$ cat src/rtl/shift_sub_divider.sv
// Sequential 16/8 restoring divider: one quotient bit per clock behind a start/busy/done handshake.
// Divide-by-zero and quotient overflow are detected up front and answered in a single cycle.
module shift_sub_divider (
  input  logic        clk,
  input  logic        rst,
  input  logic        start,
  input  logic [15:0] dividend,
  input  logic [7:0]  divisor,
  output logic [7:0]  quotient,
  output logic [7:0]  remainder,
  output logic        busy,
  output logic        done,
  output logic        div_zero,
  output logic        overflow
);

  localparam int unsigned STAGES = 8;
  localparam logic [2:0]  LAST   = 3'(STAGES - 1);

  typedef enum logic [1:0] {IDLE, CALC, DONE} state_t;

  state_t     state;
  logic [2:0] count;
  logic [7:0] pr;
  logic [7:0] sr;
  logic [7:0] dvsr;
  logic [8:0] step;
  logic       accept;

  // One restoring step: returns {quotient bit, new partial remainder}.
  // The overflow pre-check keeps the partial remainder below the divisor,
  // so bit 8 of the restored value is always zero and is not stored.
  function automatic logic [8:0] restore_step(input logic [8:0] shifted,
                                              input logic [7:0] d);
    logic signed [9:0] trial;
    trial = $signed({1'b0, shifted}) - $signed({2'b00, d});
    if (trial >= 0)
      return {1'b1, trial[7:0]};
    else
      return {1'b0, shifted[7:0]};
  endfunction

  always_comb begin
    step   = restore_step({pr, sr[7]}, dvsr);
    accept = (state == IDLE) && start && (divisor != 8'd0) &&
             (dividend[15:8] < divisor);
  end

  // Control and result registers
  always_ff @(posedge clk) begin
    if (rst) begin
      state     <= IDLE;
      count     <= 3'd0;
      quotient  <= 8'd0;
      remainder <= 8'd0;
      busy      <= 1'b0;
      done      <= 1'b0;
      div_zero  <= 1'b0;
      overflow  <= 1'b0;
    end else begin
      case (state)
        IDLE: begin
          done <= 1'b0;
          if (start) begin
            if (divisor == 8'd0) begin
              div_zero  <= 1'b1;
              overflow  <= 1'b0;
              quotient  <= 8'hFF;
              remainder <= 8'hFF;
              done      <= 1'b1;
              state     <= DONE;
            end else if (dividend[15:8] >= divisor) begin
              div_zero  <= 1'b0;
              overflow  <= 1'b1;
              quotient  <= 8'hFF;
              remainder <= 8'hFF;
              done      <= 1'b1;
              state     <= DONE;
            end else begin
              div_zero <= 1'b0;
              overflow <= 1'b0;
              busy     <= 1'b1;
              count    <= 3'd0;
              state    <= CALC;
            end
          end
        end
        CALC: begin
          count <= count + 3'd1;
          if (count == LAST) begin
            quotient  <= {sr[6:0], step[8]};
            remainder <= step[7:0];
            busy      <= 1'b0;
            done      <= 1'b1;
            state     <= DONE;
          end
        end
        DONE: begin
          done  <= 1'b0;
          state <= IDLE;
        end
        default: begin
          busy  <= 1'b0;
          done  <= 1'b0;
          state <= IDLE;
        end
      endcase
    end
  end

  // Iteration datapath: loaded on an accepted start, shifted every CALC cycle
  always_ff @(posedge clk) begin
    if (accept) begin
      dvsr <= divisor;
      pr   <= dividend[15:8];
      sr   <= dividend[7:0];
    end else if (state == CALC) begin
      pr <= step[7:0];
      sr <= {sr[6:0], step[8]};
    end
  end

endmodule
$ cat config.mk
export PLATFORM = sky130hd
export DESIGN_NAME = shift_sub_divider
export DESIGN_NICKNAME = d
export VERILOG_FILES = /design/src/rtl/shift_sub_divider.sv
export SDC_FILE = /design/constraint.sdc
export NUM_CORES = 1
export LEC_CHECK = 0
export ABC_AREA = 0
export BUFFER_PORTS_ARGS = -buffer_cell sky130_fd_sc_hd__buf_2
export CORE_MARGIN = 3
export CORE_UTILIZATION = 42
export DETAILED_ROUTE_END_ITERATION = 10
export PLACE_DENSITY = 0.64
export SYNTH_ARGS = -nofsm -noshare
export SYNTH_HDL_FRONTEND = slang
export SYNTH_SLANG_ARGS = --single-unit
export TNS_END_PERCENT = 1
$ cat constraint.sdc
create_clock -name clk -period 5.3 [get_ports clk]
set_input_delay 0.53 -clock clk [delete_from_list [all_inputs] [get_ports clk]]
set_output_delay 0.53 -clock clk [all_outputs]
set_load 0.005 [all_outputs]
==> results of run 1 <==
## worst max-delay path, stage by stage
cell	delay, ns
buf_2	0.10
inv_1	0.04
ha_1	0.28
a21oi_1	0.07
o21ai_0	0.34
or3_1	0.70
clkinv_1	0.69
nand2_1	0.20
o21ai_0	0.10
## cell families (layout without fill, tap and decap cells)
| logic type | count (synthesis) | after routing | synth area share (%) |
|---|---|---|---|
| xor gates and xnor gates | 1 | 1 | 0.338 |
| AOI/OAI and AO/OA | 57 | 57 | 18.7 |
| DFF | 49 | 49 | 47.1 |
| and+or+nand+nor | 92 | 92 | 16.8 |
| buffers and inverters | 31 | 76 | 5.64 |
| adders and majority gates | 19 | 19 | 9.46 |
| muxes | 5 | 5 | 2.03 |
## cell usage after synthesis (2+ instances only)
master     n
ha_1      18
o221a_2    8
a311oi_1   2
mux2i_1    3
and2_1     3
a211oi_1   2
edfxtp_1  24
or2_2      2
nor2b_1    3
clkbuf_1   2
nor4_1     3
buf_2      3
nor3_1     5
dfxtp_1   25
a31oi_1    6
inv_1     21
o21a_1     3
a22o_1     2
nand2_2    2
a211oi_2   2
o21ai_0    5
buf_6      3
nor2_1    26
a311oi_2   3
nand2_1   36
nand4_1    2
a21oi_1   11
## through the flow
stage               cell area (sq um)  util, %
floorplan                        2590        -
global placement                 2850     49.6
detailed placement               2850     49.6
CTS                              2940     51.3
global route                     2940     51.3
finish                           2940     51.3
## placed cells by master, fill, tap and decap left out, types with 3 or more instances in the layout
| cell | n |
|---|---|
| a21oi_1 | 11 |
| a311oi_2 | 3 |
| a31oi_1 | 6 |
| and2_1 | 3 |
| buf_2 | 46 |
| clkbuf_8 | 5 |
| dfxtp_1 | 25 |
| edfxtp_1 | 24 |
| ha_1 | 18 |
| inv_1 | 21 |
| mux2i_1 | 3 |
| nand2_1 | 36 |
| nor2_1 | 26 |
| nor2b_1 | 3 |
| nor3_1 | 5 |
| nor4_1 | 3 |
| o21a_1 | 3 |
| o21ai_0 | 5 |
| o221a_2 | 8 |
## layer usage
layer  up-vias  wire length, um  GRT usage, %  share of wire [%]
li1       1015                -             -                  -
met1       948             2670          23.8                 45
met2        59             2860          26.4                 48
met3         7              318          3.73                5.4
met4         0               91          5.76                1.5
met5         -                0             0                  0
## worst min-delay path by stage
stage	start	to	slack, ns	depth (start not counted)
global placement	count[2]	count[2]	0.47	1
floorplan	count[1]	count[1]	0.45	1
CTS	divisor[3]	dvsr[3]	0.42	1
detailed placement	busy	busy	0.47	2
finish	divisor[3]	dvsr[3]	0.42	1
global route	divisor[6]	dvsr[6]	0.41	1
## final cells by class
cell class / count / area, sq um / share of cell area [%]
well taps: 72 / 90.1 / 3.06
repair buffers: 46 / 230 / 7.82
multi-input cells: 174 / 1230 / 41.6
inverters: 22 / 82.6 / 2.80
flip-flops and latches: 49 / 1220 / 41.5
clock inverters: 3 / 25.0 / 0.850
clock buffers: 5 / 68.8 / 2.34
## flip-flops by register name (all words and copies together) (netlist names), 2 cells and up
signal	count
state	2
count	3
pr	8
sr	8
quotient	8
dvsr	8
remainder	8
## power breakdown
group	internal [mW]	total (mW)	switching, mW	leakage (nW)
Sequential	0.466	0.494	0.0283	0.432
Combinational	0.147	0.353	0.206	0.846
Clock	0.0955	0.233	0.138	0.0447
Total	0.709	1.08	0.372	1.32
==> summary.md, run 1 <==
| Metric | Value |
|---|---|
| Worst IR Drop VDD | `0.181 mV` |
| Final cell count without fillers | `371` |
| Dpl ws | `1.92 ns` |
| Post-synthesis area per instance | `10.2 sq um` |
| Post-synth EDFFs | `24` |
| Main synth FF type | `dfxtp_1` |
| CP Launch Type | `input port` |
| Top cells by area, synth | `edfxtp_1 28%, dfxtp_1 19%, ha_1 8.7%, nand2_1 5.2%, nor2_1 3.8%` |
| Post-synth top area cell | `edfxtp_1` |
| Crit. Startpoint | `divisor[5]` |
| Final slew viol count | `0` |
| Yosys top cell area share | `27.8%` |
| Root Buffer | `clkbuf_8` |
| Remaining global-route overflow | `0` |
| Fin Hold WS | `0.423 ns` |
| Area growth syn-to-layout | `13.5%` |
| Max cap viols | `0` |
| Row cnt | `27` |
| Cell variety after synth | `56` |
| CTS Hold Bufs | `0` |
| Seq/Total Area, Yosys | `a little under half` |
| Outcome | `completed` |
| Placed cell count | `363` |
| #FFs+latches synth | `49` |
| P per Cell Area | `367 mW/mm^2` |
| Setup crit end | `pr[7]` |
| WL final | `5.94 mm` |
| Antenna diodes | `0` |
| Max Fclk | `between 300 and 400 MHz` |
| Clock tree buffer depth | `2` |
| Final worst slack | `2.26 ns` |
| First-pass GRT wire length | `9.83 mm` |
| GRT Overall Usage | `about 17%` |
| CTS tree | `built` |
| Final worst-path cycle share | `57.3%` |
| Post-CTS Setup Inserts | `0` |
| Fin Setup TNS | `0 ns` |
| Final Hold Violating Endpoints | `0` |
| Final Setup Violations | `0` |
| Post-CTS Resized | `0` |
| R2r setup slk | `2.66 ns` |
| Post-synth ARST share | `0%` |
| DR WL/cell | `approximately 16 um` |
| GP Congestion | `0.801` |
| CTS sink count | `49` |
| Final HPWL DP | `4.50 mm` |
| Share of layout cells above drive strength 1 | `between 20% and 30%` |
| Port bufs | `between 40 and 50` |
| CTS clk-pin slew, worst paths | `0.10 ns` |
| Final Skew | `0.0137 ns` |
| Worst relative slew slack | `between 30% and 40%` |
| First-pass iteration count of the detailed router | `4` |
| Worst-Margin Slew | `0.919 ns` |
| Fillers | `545` |
| Die X | `approximately 85 um` |
| Synthesized area | `0.00259 sq mm` |
| Worst R2R Path Depth | `8` |
| WP data arrival | `3.06 ns` |
| Number of global-route vias before repair | `1997` |
| DRT antenna net count | `0` |
| Min Tclk post-route | `3.04 ns` |
| CP Capture Type | `flop` |
| Reg2reg start | `dvsr[1]` |
| RSZ-0062 raised after global routing | `false` |
| CTS H-Tree Depth | `2` |
| Vert. Die Dim | `84.6 um` |
| Via count | `2029` |
| Post-Syn Instances | `254` |
| Die area | `0.00715 sq mm` |
| Pin count of the biggest net entering global routing | `25` |
| Cts bufs inserted | `5` |
| Vias/cell | `5.47` |
| DRC | `0` |
| Nets | `344` |
| Core region area | `0.00574 sq mm` |
| R2r endpoint | `pr[6]` |
| Crit-path max FO | `24` |
| Initial antenna violation count | `0` |
| Total power draw | `1.08 mW` |
| P_leak | `between 1 and 1.5 nW` |
| Ys Warns | `0` |
| Starting Density | `a little under half` |
| CP Data Required Time | `around 5.3 ns` |
| Num ports | `47` |
| Iter 0 DRT Violations | `131` |
| Worst Hold Class | `in -> reg` |
| Worst skew pair latency | `0.31 ns` |
| Synth Net Count | `300` |
| Setup CP Type | `in -> reg` |
Power figures use the tool's default switching activity.
==> inputs of run 2 (changes only) <==
==> constraint.sdc (replaced) <==
create_clock -name clk -period 3.05 [get_ports clk]
set_input_delay 0.305 -clock clk [delete_from_list [all_inputs] [get_ports clk]]
set_output_delay 0.305 -clock clk [all_outputs]
set_load 0.005 [all_outputs]
==> summary.md, run 2 (same netlist as run 1, synthesis figures left out) <==
| Metric | Value |
|---|---|
| Worst Hold End | `dvsr[3]` |
| Die area | `0.00715 sq mm (unchanged)` |
| Share of layout cells above drive strength 1 | `28.1% (+0.96 points)` |
| Crit-path max FO | `12 (-50%)` |
| Nets | `348 (+1.2%)` |
| Root Buffer | `clkbuf_8` |
| Via count | `2031 (+0.099%)` |
| Placed Area | `0.00288 sq mm (+1.1%)` |
| Final HPWL DP | `4.55 mm (+0.99%)` |
| CTS tree | `built` |
| CTS clk-pin slew, worst paths | `0.09 ns (about the same)` |
| Hold Crit Start | `divisor[3]` |
| First-pass GRT wire length | `9.80 mm (-0.35%)` |
| Port bufs | `46 (unchanged)` |
| DRT antenna net count | `0 (unchanged)` |
| Crit-path cells | `inv_1 -> ha_1 -> nor2b_4 -> o2111a_2 -> or2_4 -> a31oi_4 -> mux2i_1 -> a21oi_1` |
| Starting Density | `45.2% (unchanged)` |
| Final worst-path cycle share | `83.4%` |
| Worst skew pair latency | `0.31 ns (about the same)` |
| P per Cell Area | `626 mW/mm^2 (+71%)` |
| Worst IR Drop VDD | `0.264 mV (+46%)` |
| DRC | `0 (unchanged)` |
| DR WL/cell | `16.0 um (-0.33%)` |
| Final Skew | `0.0102 ns (-0.00352 ns)` |
| Sw frac | `33.7% (-0.73 points)` |
| Max Fclk | `393 MHz` |
| Max incr delay on CP | `0.43 ns (-0.27 ns)` |
| CP Data Required Time | `3.10 ns (-2.22 ns)` |
| R2r setup slk | `0.51 ns (-2.15 ns)` |
| Final slew viol count | `0 (unchanged)` |
| Fin Hold WS | `0.201 ns (-0.222 ns)` |
| Worst relative slew slack | `65.2% (+27 points)` |
| Vert. Die Dim | `84.6 um (unchanged)` |
| Clock tree buffer depth | `2 (unchanged)` |
| Remaining global-route overflow | `0 (unchanged)` |
| Final cell count without fillers | `375 (+1.1%)` |
| Min Tclk post-route | `around 2.5 ns` |
| R2r endpoint | `pr[2]` |
| Area growth syn-to-layout | `14.6%` |
| Fin Setup TNS | `0 ns (unchanged)` |
| CP Launch Type | `flop` |
| P_leak | `1.35 nW (+1.8%)` |
| Final Setup Violations | `0 (unchanged)` |
| Cts bufs inserted | `5 (unchanged)` |
| Setup CP Type | `reg -> reg` |
| CTS sink count | `49 (unchanged)` |
| Final Hold Violating Endpoints | `0 (unchanged)` |
| Buf/Inv on CP | `1 (-2)` |
| RSZ-0062 raised after global routing | `false` |
| Post-CTS Resized | `0 (unchanged)` |
| Worst Hold Class | `in -> reg` |
| Iter 0 DRT Violations | `121 (-7.6%)` |
| Reg2reg start | `dvsr[1]` |
| Sequential share of power | `46.0% (+0.3 points)` |
| Die X | `84.6 um (unchanged)` |
| CTS H-Tree Depth | `2 (unchanged)` |
| Vias/cell | `5.42 (-0.97%)` |
| Antenna diodes | `0 (unchanged)` |
| Dpl ws | `0.506 ns (-1.41 ns)` |
| Number of global-route vias before repair | `2028 (+1.6%)` |
| Outcome | `completed` |
| Max cap viols | `0 (unchanged)` |
| CP Capture Type | `flop` |
| Worst R2R Path Depth | `8 (unchanged)` |
| Num ports | `47 (unchanged)` |
| GP Congestion | `0.860 (+7.3%)` |
| Most common cell after layout, fill and taps aside | `buf_2` |
| First-pass iteration count of the detailed router | `4 (unchanged)` |
| Finished Cell Area | `0.00297 sq mm (+0.94%)` |
| Initial antenna violation count | `0 (unchanged)` |
| Clock share of power | `21.1% (-0.5 points)` |
| Int Pwr | `1.23 mW (+74%)` |
| Cells on Worst Hold Path | `1 (unchanged)` |
| WL final | `5.98 mm (+0.74%)` |
| Placed cell count | `367 (+1.1%)` |
| Row cnt | `27 (unchanged)` |
| Pin count of the biggest net entering global routing | `18 (-28%)` |
| Final worst slack | `0.506 ns (-1.76 ns)` |
| WP data arrival | `2.60 ns (-0.46 ns)` |
| Comb power frac | `32.8% (about the same)` |
| Core region area | `0.00574 sq mm (unchanged)` |
| CTS Hold Bufs | `0 (unchanged)` |
| Worst-Margin Slew | `0.519 ns (-0.400 ns)` |
| Largest delay share family, worst path | `compound AO/OA/AOI/OAI gates` |
| Psw | `0.627 mW (+69%)` |
| GRT Overall Usage | `17.3% (+0.12 points)` |
| CP max-delay cell | `edfxtp_1` |
| Most frequent cells in the layout | `46 x buf_2, 36 x nand2_1, 26 x nor2_1` |
| Post-CTS Setup Inserts | `0 (unchanged)` |
-- run 2: cell types whose count changed in the layout (fill, tap and decap cells not counted), sizes merged --
cell / delta
clkinvlp: -1
clkinv: +2
buf: +4
inv: -1
-- run 2: worst reg2reg max path: cells and delay by family (launching register included) --
family                     cells  cell delay (ns)
AOI/OAI and AO/OA              3             0.80
adders and majority gates      1             0.22
buffers and inverters          1             0.08
DFF                            1             0.43
muxes                          1             0.38
and+or+nand+nor                2             0.37
-- run 2: routing by layer --
layer  part of all wire [%]  wire [um]  GRT usage [%]
met5                      0          0              0
met4                    1.8        110           6.19
met3                    4.8        289           3.34
met2                     48       2860           28.1
met1                     46       2720           22.8
-- run 2: through the flow --
| step | power (mW) | util (%) |
|---|---|---|
| after global routing | 1.98 | 51.7 |
| after global placement | 1.47 | 50.2 |
| final | 1.86 | 51.7 |
| after floorplan | 1.32 | - |
| after CTS | 1.87 | 51.7 |
| after detailed placement | 1.48 | 50.2 |
-- run 2: power by group through the flow --
| stage | clock (mW) | sequential (mW) | combinational [mW] |
|---|---|---|---|
| 3_3_place_gp | 0 | 0.868 | 0.603 |
| 5_1_grt | 0.422 | 0.868 | 0.686 |
| 3_5_place_dp | 0 | 0.872 | 0.609 |
| 4_1_cts | 0.401 | 0.856 | 0.614 |
| 6_report | 0.393 | 0.856 | 0.611 |
| 2_1_floorplan | 0 | 0.863 | 0.461 |
-- run 2: worst max path at each step --
stage / start / to / slack (ns) / cells past startpoint
global placement: dvsr[1] / pr[6] / 0.57 / 8
global route: dvsr[1] / pr[2] / 0.37 / 8
floorplan: divisor[1] / pr[0] / 0.73 / 9
detailed placement: dvsr[1] / pr[6] / 0.51 / 8
finish: dvsr[1] / pr[2] / 0.51 / 8
CTS: dvsr[1] / pr[6] / 0.52 / 8
-- run 2: cell type report --
class	instances	area [sq um]
tap	72	90.1
clock inverter	3	22.5
fill	547	2770
timing repair buffer	50	260
clock buffer	5	68.8
sequential	49	1220
inverter	22	82.6
multi-input combinational	174	1230
